==> src/rtl/cpu_pkg.sv <==
// Shared fetch-stage definitions: state encoding, NOP encoding and default widths.
package cpu_pkg;

  localparam int WIDTH_DEF = 32;
  localparam int ILEN_DEF  = 32;

  // addi x0, x0, 0
  localparam logic [31:0] NOP = 32'h00000013;

  typedef enum logic [1:0] {
    S_RST  = 2'd0,
    S_REQ  = 2'd1,
    S_WAIT = 2'd2,
    S_DROP = 2'd3
  } fetch_state_e;

endpackage

==> src/rtl/fetch_out_reg.sv <==
// IF/ID valid/ready register: load captures an entry, drain empties it once
// decode accepts, flush empties it unconditionally and wins over load.
module fetch_out_reg
  import cpu_pkg::*;
#(
  parameter int WIDTH = WIDTH_DEF,
  parameter int ILEN  = ILEN_DEF
) (
  input  logic             clk,
  input  logic             rst_n,
  input  logic             load,
  input  logic [WIDTH-1:0] load_pc,
  input  logic [ILEN-1:0]  load_instr,
  input  logic             load_fault,
  input  logic             drain,
  input  logic             flush,
  output logic             valid,
  output logic [WIDTH-1:0] out_pc,
  output logic [ILEN-1:0]  out_instr,
  output logic             out_fault
);

  always_ff @(posedge clk or negedge rst_n) begin
    if (!rst_n) begin
      valid     <= 1'b0;
      out_pc    <= '0;
      out_instr <= ILEN'(NOP);
      out_fault <= 1'b0;
    end else if (flush) begin
      valid <= 1'b0;
    end else if (load) begin
      valid     <= 1'b1;
      out_pc    <= load_pc;
      out_instr <= load_instr;
      out_fault <= load_fault;
    end else if (valid && drain) begin
      valid <= 1'b0;
    end
  end

endmodule

==> src/rtl/instr_fetch.sv <==
// Instruction-fetch stage: one outstanding imem request, PC-counter enable,
// redirect handling with stale-response drop, misaligned-PC fault entries.
module instr_fetch
  import cpu_pkg::*;
#(
  parameter int WIDTH = WIDTH_DEF,
  parameter int ILEN  = ILEN_DEF
) (
  input  logic             clk,
  input  logic             rst_n,
  input  logic [WIDTH-1:0] pc,
  output logic             pc_en,
  input  logic             redirect,
  output logic             imem_req,
  output logic [WIDTH-1:0] imem_addr,
  input  logic             imem_gnt,
  input  logic             imem_rvalid,
  input  logic [ILEN-1:0]  imem_rdata,
  output logic             id_valid,
  input  logic             id_ready,
  output logic [WIDTH-1:0] id_pc,
  output logic [ILEN-1:0]  id_instr,
  output logic             id_fault
);

  fetch_state_e     state, state_nxt;
  logic [WIDTH-1:0] req_pc;
  logic             aligned, slot_free;
  logic             load, load_fault;
  logic [WIDTH-1:0] load_pc;
  logic [ILEN-1:0]  load_instr;

  assign aligned   = (pc[1:0] == 2'b00);
  assign slot_free = !id_valid || id_ready;
  assign imem_addr = pc;
  assign pc_en     = (imem_req && imem_gnt) || redirect;

  always_ff @(posedge clk or negedge rst_n) begin
    if (!rst_n) begin
      state  <= S_RST;
      req_pc <= '0;
    end else begin
      state <= state_nxt;
      if (imem_req && imem_gnt) req_pc <= pc;
    end
  end

  always_comb begin
    state_nxt  = state;
    imem_req   = 1'b0;
    load       = 1'b0;
    load_pc    = req_pc;
    load_instr = imem_rdata;
    load_fault = 1'b0;
    case (state)
      S_RST: state_nxt = S_REQ;
      S_REQ: begin
        if (!redirect && slot_free) begin
          if (aligned) begin
            imem_req = 1'b1;
            if (imem_gnt) state_nxt = S_WAIT;
          end else begin
            // Fault entry; pc_en stays low so the stall persists until redirect.
            load       = 1'b1;
            load_pc    = pc;
            load_instr = ILEN'(NOP);
            load_fault = 1'b1;
          end
        end
      end
      S_WAIT: begin
        if (imem_rvalid) begin
          state_nxt = S_REQ;
          load      = !redirect;
        end else if (redirect) begin
          state_nxt = S_DROP;
        end
      end
      S_DROP: begin
        if (imem_rvalid) state_nxt = S_REQ;
      end
      default: state_nxt = S_RST;
    endcase
  end

  fetch_out_reg #(
    .WIDTH(WIDTH),
    .ILEN (ILEN)
  ) u_out_reg (
    .clk       (clk),
    .rst_n     (rst_n),
    .load      (load),
    .load_pc   (load_pc),
    .load_instr(load_instr),
    .load_fault(load_fault),
    .drain     (id_ready),
    .flush     (redirect),
    .valid     (id_valid),
    .out_pc    (id_pc),
    .out_instr (id_instr),
    .out_fault (id_fault)
  );

endmodule

==> config.mk <==
export PLATFORM = sky130hd
export DESIGN_NAME = instr_fetch
export DESIGN_NICKNAME = d
export VERILOG_FILES = /design/src/rtl/cpu_pkg.sv /design/src/rtl/fetch_out_reg.sv /design/src/rtl/instr_fetch.sv
export SDC_FILE = /design/constraint.sdc
export NUM_CORES = 1
export LEC_CHECK = 0
export ABC_AREA = 1
export BUFFER_PORTS_ARGS = -buffer_cell sky130_fd_sc_hd__buf_4
export CAP_MARGIN = 20
export CORE_ASPECT_RATIO = 2
export CORE_UTILIZATION = 50
export CTS_CLUSTER_DIAMETER = 40
export DETAILED_ROUTE_END_ITERATION = 7
export PLACE_DENSITY = 0.85
export SLEW_MARGIN = 10
export SYNTH_ARGS = -nofsm -noshare
export SYNTH_HDL_FRONTEND = slang
export SYNTH_SLANG_ARGS = --single-unit
==> constraint.sdc <==
create_clock -name clk -period 2 [get_ports clk]
set_input_delay 0.4 -clock clk [delete_from_list [all_inputs] [get_ports clk]]
set_output_delay 0.4 -clock clk [all_outputs]
set_load 0.01 [all_outputs]
==> results of run 1 <==
-- tightest hold or removal path, cell delays in order --
cell and delay (ps):
buf_4 90, nand2_1 40, nand2_1 50
-- cells by family after synthesis --
family / count (synthesis) / synth area share, %
DFF: 100 / 52.1
AOI/OAI and AO/OA: 36 / 3.90
buffers and inverters: 84 / 10.9
and+or+nand+nor: 377 / 32.3
adders and majority gates: 3 / 0.781
-- final timing paths --
| check | from | endpoint | slack [ps] | depth (start not counted) |
|---|---|---|---|---|
| setup / recovery | state[1] | imem_req | 90 | 6 |
| hold / removal | pc[14] | req_pc[14] | 280 | 3 |
| setup reg to reg | state[0] | u_out_reg.out_pc[28] | 280 | 9 |
| hold reg to reg | u_out_reg.out_instr[1] | u_out_reg.out_instr[1] | 460 | 2 |
| max in group asynchronous | rst_n | u_out_reg.out_pc[21] | 840 | 3 |
| min in group asynchronous | rst_n | u_out_reg.out_instr[16] | 530 | 2 |
-- state kept, by name, summed over array words and instances (netlist names) --
signal               count
u_out_reg.valid          1
req_pc                  32
u_out_reg.out_instr     32
state                    2
u_out_reg.out_pc        32
u_out_reg.out_fault      1
-- area by class of cell --
class / count / area, um^2
sequential: 100 / 2510
multi-input combinational: 416 / 1790
clock buffer: 10 / 229
fill: 761 / 3080
clock inverter: 6 / 52.6
tap: 104 / 130
timing repair buffer: 189 / 1480
inverter: 14 / 52.6
-- layer usage --
metal | share of wire, % | GRT usage (%)
met5 | 0 | 0
met2 | 55 | 47.1
met1 | 36 | 29.3
met3 | 5.7 | 4.93
met4 | 3.4 | 12.6
-- power by group --
group / leakage (nW) / internal, mW / switching [mW]
logic: 2.13 / 1.52 / 2.18
registers: 1.30 / 2.89 / 0.492
clock network: 0.138 / 0.866 / 0.769
-- repair_timing --
| action | CTS | global route |
|---|---|---|
| endpoints found under the hold margin | 26 | 0 |
| hold buffers | 1 | 0 |
| setup buffers | 1 | 0 |
| resized for setup | 1 | 2 |
| endpoints found under the setup margin | 1 | 1 |
| pin swaps | 0 | 0 |
-- per-stage QoR --
step / hold WS [ps] / power [mW] / util, % / area, um^2
2_1_floorplan: 104 / 5.52 / - / 4810
3_3_place_gp: 343 / 6.93 / 63.6 / 5930
3_5_place_dp: 358 / 7.10 / 63.6 / 5930
4_1_cts: 271 / 8.76 / 66.9 / 6230
5_1_grt: 281 / 9.36 / 66.9 / 6240
6_report: 279 / 8.73 / 66.9 / 6240
-- layout by cell type (no fill, tap or decap), types with 2 or more instances in the layout --
| cell type | netlist | final |
|---|---|---|
| nand2_2 | 2 | 3 |
| clkinv_4 | 0 | 2 |
| dfstp_2 | 3 | 3 |
| buf_12 | 0 | 4 |
| buf_4 | 36 | 183 |
| nand4_1 | 30 | 30 |
| clkbuf_16 | 0 | 9 |
| inv_1 | 12 | 12 |
| nor2_2 | 2 | 3 |
| nor2_1 | 4 | 3 |
| inv_6 | 0 | 4 |
| dfrtp_1 | 97 | 97 |
| nand3_1 | 37 | 37 |
| ha_1 | 3 | 2 |
| nand2_1 | 301 | 300 |
| o21ai_0 | 33 | 33 |
==> reports/metrics.cfg, run 1 <==
[outcome]
outcome=finished, violations left
violations=design-rule violations

[power]
cellLeakagePower_nw=3.56
power_density_mw_per_mm2=1400
peakVddDrop_mv=0.880

[critical_path]
path_cells=inv_1, ha_2, inv_2, buf_6, nor2_2, buf_4
crit_type=flip-flop to primary output
critPathSlowestCell=dfrtp_1
start_kind=flip-flop
cp.required_ps=1600
critPathBufInv=4
max_stage_delay_ps=390
cpLargestDelayFamily=buffers and inverters
cp.arrival_ps=1510
endpoint_kind=primary output
path_max_fanout=14

[sta]
slew_headroom_pct=70.4
finalCritPeriodShare_pct=95.4
rsz0062_at_grt=no
fin_setup_tns_ps=0
setup_slack_ps=92.9
fmaxAchievable_mhz=524
maxSlewViolCount=0
setup_viol=0
hold_violations=0
period_minus_slack_ps=1910
tightest_slew_ps=445
finClkSkew_ps=9.67

[floorplanning]
rows=50
die-area_mm2=0.0100
dieHeight_um=141
die_w_um=71.3
start_util_pct=51.6
core_area_mm2=0.00932
io_pins=170

[placement]
gp_congestion=0.830
place_ws_ps=229
dp.cells=821
hpwl_mm=8.97
place.port_buffers=169

[global_route]
grt_overflow=0
grt_pass1_wl_mm=20.5
antenna_found_initial=0
track_usage_pct=26.3
grt_max_degree=49
grt_pass1_vias=4332

[clocking]
clk_pin_slew_ps=70
cts.path.max_buffers=2
numCtsBuffers=9
h-tree-depth=3
cts_tree=yes
cts.sinks=100
cts_root_buf=clkbuf_16
insertion_delay_ps=340

[final_layout]
area_growth_pct=29.8
diodes=0
nets=803
fin_cells=839
drive_gt1_share_pct=29.5

[worst_hold_path]
hp-class=input port to flip-flop

[logic_synthesis]
yosysUniqueCellTypes=21
syn-cell-area_mm2=0.00481
yosysTopAreaCell=dfrtp_1
ys_seq_area_share_pct=52.1
synthCells=600
yosysMostFrequentCell=nand2_1
syn_avg_cell_area_um2=8.01
ys_ff_latch=100
syn_nets=673
synthFlopType=dfrtp_1
synth_common_cells=nand2_1, dfrtp_1, nand3_1
synth_edf_count=0
yosysWarnings=0
synth.area.top_cells=dfrtp_1, nand2_1, buf_4, nand4_1, nand3_1
synth_top_area_share_pct=50.5
async_flop_share_pct=100

[routing]
ant_nets=0
dr.pass1.iters=8
drt_wl_total_mm=12.6
via_per_inst=5.29
first_iter_violations=227
wl_per_cell_um=15.1
num_vias=4436
drc=16

[run]
max_cap_viol_count=0

(Power assumes the default switching activity.)
==> run 2: changes to the inputs <==
--- a/config.mk
+++ b/config.mk
@@ -9,11 +9,12 @@
 export BUFFER_PORTS_ARGS = -buffer_cell sky130_fd_sc_hd__buf_4
 export CAP_MARGIN = 20
 export CORE_ASPECT_RATIO = 2
-export CORE_UTILIZATION = 50
+export CORE_UTILIZATION = 51
 export CTS_CLUSTER_DIAMETER = 40
 export DETAILED_ROUTE_END_ITERATION = 7
 export PLACE_DENSITY = 0.85
 export SLEW_MARGIN = 10
 export SYNTH_ARGS = -nofsm -noshare
 export SYNTH_HDL_FRONTEND = slang
+export SYNTH_HIERARCHICAL = 1
 export SYNTH_SLANG_ARGS = --single-unit
==> constraint.sdc (replaced) <==
create_clock -name clk -period 1.84 [get_ports clk]
set_input_delay 0.368 -clock clk [delete_from_list [all_inputs] [get_ports clk]]
set_output_delay 0.368 -clock clk [all_outputs]
set_load 0.02 [all_outputs]
==> run 2 against run 1 <==
The run now ends clean. Critical path type unchanged. First-iteration DRC count rose by 49%. Highest routed layer unchanged. Largest cell class unchanged. Synthesized cell count up 5.5%. Cell count is 6.9% higher. Hold slack worse by 1.3 ps. Critical endpoint is now pc_en. Sequential cell count unchanged. Non-clock buffer count decreased by 4.
==> reports/metrics.cfg, run 2 <==
[final_layout]
layout_common_cells=nand2_1, buf_4, dfrtp_1
area_growth_pct=27.0
nets=833  ; +3.7%
diodes=0  ; unchanged
final_common_cell=nand2_1
fill_cells=834  ; +9.6%
drive_gt1_share_pct=34.4  ; +4.9 points
reg.largest.list=req_pc: 32 flops, u_out_reg/out_instr: 32 flops, u_out_reg/out_pc: 32 flops

[logic_synthesis]
async_flop_share_pct=100  ; unchanged
syn_nets=706  ; +4.9%
synthFlopType=dfrtp_1
syn-cell-area_mm2=0.00521  ; +8.3%
syn_avg_cell_area_um2=8.22  ; +2.7%
synth.area.top_cells=dfrtp_1, nand2_1, o21ai_2, nand3_1, buf_4
yosysMostFrequentCell=nand2_1
ys_ff_latch=100  ; unchanged
synth_top_area_share_pct=46.6  ; -3.9 points
synth_common_cells=nand2_1, dfrtp_1, nand3_1
yosysUniqueCellTypes=23  ; +9.5%
yosysTopAreaCell=dfrtp_1
synthCells=633  ; +5.5%
yosysWarnings=6  ; +6
synth_edf_count=0  ; unchanged
ys_seq_area_share_pct=48.1  ; -4.0 points

[power]
intPower_mw=6.03  ; +14%
sw_frac_of_total_pct=39.8  ; +0.27 points
seq_power_share_pct=37.1  ; -1.7 points
peakVddDrop_mv=0.918  ; +4.3%
clock_power_share_pct=18.6  ; about the same
p_sw_mw=3.98  ; +15%
cellLeakagePower_nw=3.74  ; +5.0%
power_density_mw_per_mm2=1510  ; +8.2%
comb_power_share_pct=44.3  ; +1.9 points

[sta]
setup_slack_ps=63.3  ; -29.6 ps
setup_viol=0  ; unchanged
period_minus_slack_ps=1780
fin_setup_tns_ps=0  ; unchanged
finalCritPeriodShare_pct=96.6
slew_headroom_pct=77.1  ; +6.8 points
maxSlewViolCount=0  ; unchanged
fmaxAchievable_mhz=563
hold_ws_ps=277  ; -1.31 ps
hold_violations=0  ; unchanged
finClkSkew_ps=8.49  ; -1.18 ps
tightest_slew_ps=343  ; -101 ps

[clocking]
cts_tree=yes
cts.path.max_buffers=2  ; unchanged
clk_pin_slew_ps=70  ; about the same
insertion_delay_ps=340  ; about the same
h-tree-depth=3  ; unchanged
cts.sinks=100  ; unchanged
cts_root_buf=clkbuf_16
numCtsBuffers=9  ; unchanged

[critical_path]
r2r_end=u_out_reg/out_instr[5]
crit_start=state[1]
cp.arrival_ps=1410  ; -100 ps
path_max_fanout=4  ; -10
path_cells=inv_2, ha_4, buf_4, nand2_4, nand2_1, buf_4
path_common_cell=buf_4
cp.required_ps=1470  ; -130 ps
rrSetupSlack_ps=90  ; -190 ps
critPathSlowestCell=dfrtp_1
endpoint_kind=primary output
r2r-start=state[1]
max_stage_delay_ps=400  ; about the same
cpLargestDelayFamily=flip-flops
cp-endpoint=pc_en
rr_worst_depth=7  ; -2
start_kind=flip-flop
critPathBufInv=3  ; -1
cp_num_cells=6  ; unchanged
crit_type=flip-flop to primary output

[routing]
num_vias=4464  ; +0.63%
drt_wl_total_mm=12.1  ; -4.6%
dr.pass1.iters=4  ; -4
first_iter_violations=339  ; +49%
via_per_inst=4.98  ; -5.9%
drc=0  ; -16
wl_per_cell_um=13.4  ; -11%
ant_nets=0  ; unchanged

[floorplanning]
rows=51  ; +2.0%
die_w_um=73.4  ; +3.0%
start_util_pct=53.0  ; +1.4 points
core_area_mm2=0.00983  ; +5.4%
io_pins=170  ; unchanged
dieHeight_um=145  ; +3.0%
die-area_mm2=0.0106  ; +6.0%

[outcome]
outcome=finished, final reports clean

[placement]
place_ws_ps=175  ; -53.8 ps
hpwl_mm=8.63  ; -3.8%
place.port_buffers=169  ; unchanged
gp_congestion=0.822  ; -0.94%

[worst_hold_path]
hp-class=input port to flip-flop

[global_route]
grt_max_degree=66  ; +35%
track_usage_pct=24.0  ; -2.3 points
grt_overflow=0  ; unchanged
antenna_found_initial=0  ; unchanged
grt_pass1_wl_mm=19.4  ; -5.5%
grt_pass1_vias=4257  ; -1.7%

[run]
max_cap_viol_count=0  ; unchanged

[run 2: cell types whose count changed after synthesis, moves of 4 or more]
cell      previous run  this run
o21ai_2              0        41
nand3_1             37        70
inv_2                1         5
buf_2                9        14
nor2_1               4        34
clkbuf_1            16         0
o21ai_0             33         0
buf_6                8        18
nand4_1             30         0
o21ai_1              0        19
nand2_1            301       212
inv_1               12        69
[run 2: metrics by stage]
| stage | instance area [um^2] | util [%] | total power, mW | cells |
|---|---|---|---|---|
| after floorplan | 5210 | - | 6.52 | 633 |
| after global placement | 6270 | 63.8 | 7.90 | 878 |
| after detailed placement | 6270 | 63.8 | 8.12 | 878 |
| after CTS | 6590 | 67.1 | 10.0 | 895 |
| after global routing | 6610 | 67.3 | 10.7 | 897 |
| final | 6610 | 67.3 | 10.0 | 897 |
[run 2: area by class of cell]
cell class	count	area, um^2	area share (%)
sequential	100	2510	37.9
multi-input combinational	390	1890	28.6
timing repair buffer	185	1470	22.2
inverter	74	278	4.20
clock buffer	9	225	3.41
tap	132	165	2.50
clock inverter	7	77.6	1.17
[run 2: per-layer routing]
layer	GRT usage (%)	vias to the layer above	wire, um
li1	-	2180	-
met1	26.0	2116	4450
met2	43.8	143	6810
met3	3.53	25	458
met4	12.4	0	336
met5	0	-	0
[run 2: power by group through the flow]
stage	clock [mW]	sequential, mW	combinational (mW)
after floorplan	0	4.34	2.18
after global placement	0	3.69	4.22
after detailed placement	0	3.74	4.38
after CTS	1.89	3.72	4.43
after global routing	1.99	3.81	4.90
final	1.86	3.72	4.43
[run 2: cells by family (layout without fill, tap and decap cells)]
group           after synthesis  after routing  synth area share, %
fa+ha+maj                     3              3                0.721
buf+inv                     143            275                 16.1
compound gates               63             63                 9.23
simple gates                324            324                 25.8
flops                       100            100                 48.1
[run 2: worst min-delay path by stage]
stage	start	endpoint	slack [ps]	depth (start not counted)
floorplan	rst_n	req_pc[0]	70	0
global placement	rst_n	u_out_reg/out_pc[18]	260	1
detailed placement	rst_n	u_out_reg/out_pc[18]	260	1
CTS	id_ready	u_out_reg/valid	270	4
global route	id_ready	u_out_reg/valid	290	4
finish	id_ready	u_out_reg/valid	280	4
[run 2: worst min-delay path, cell delays in order]
cell	delay [ps]
buf_4	90
nor2_1	40
nand2_1	50
nand2_1	40
[run 2: timing repair]
item | CTS | global route
gates resized for setup | 3 | 2
pin swaps | 0 | 0
buffers inserted | 0 | 2
endpoints found under the hold margin | 17 | 0
hold buffers | 1 | 0
setup endpoints to repair | 2 | 2
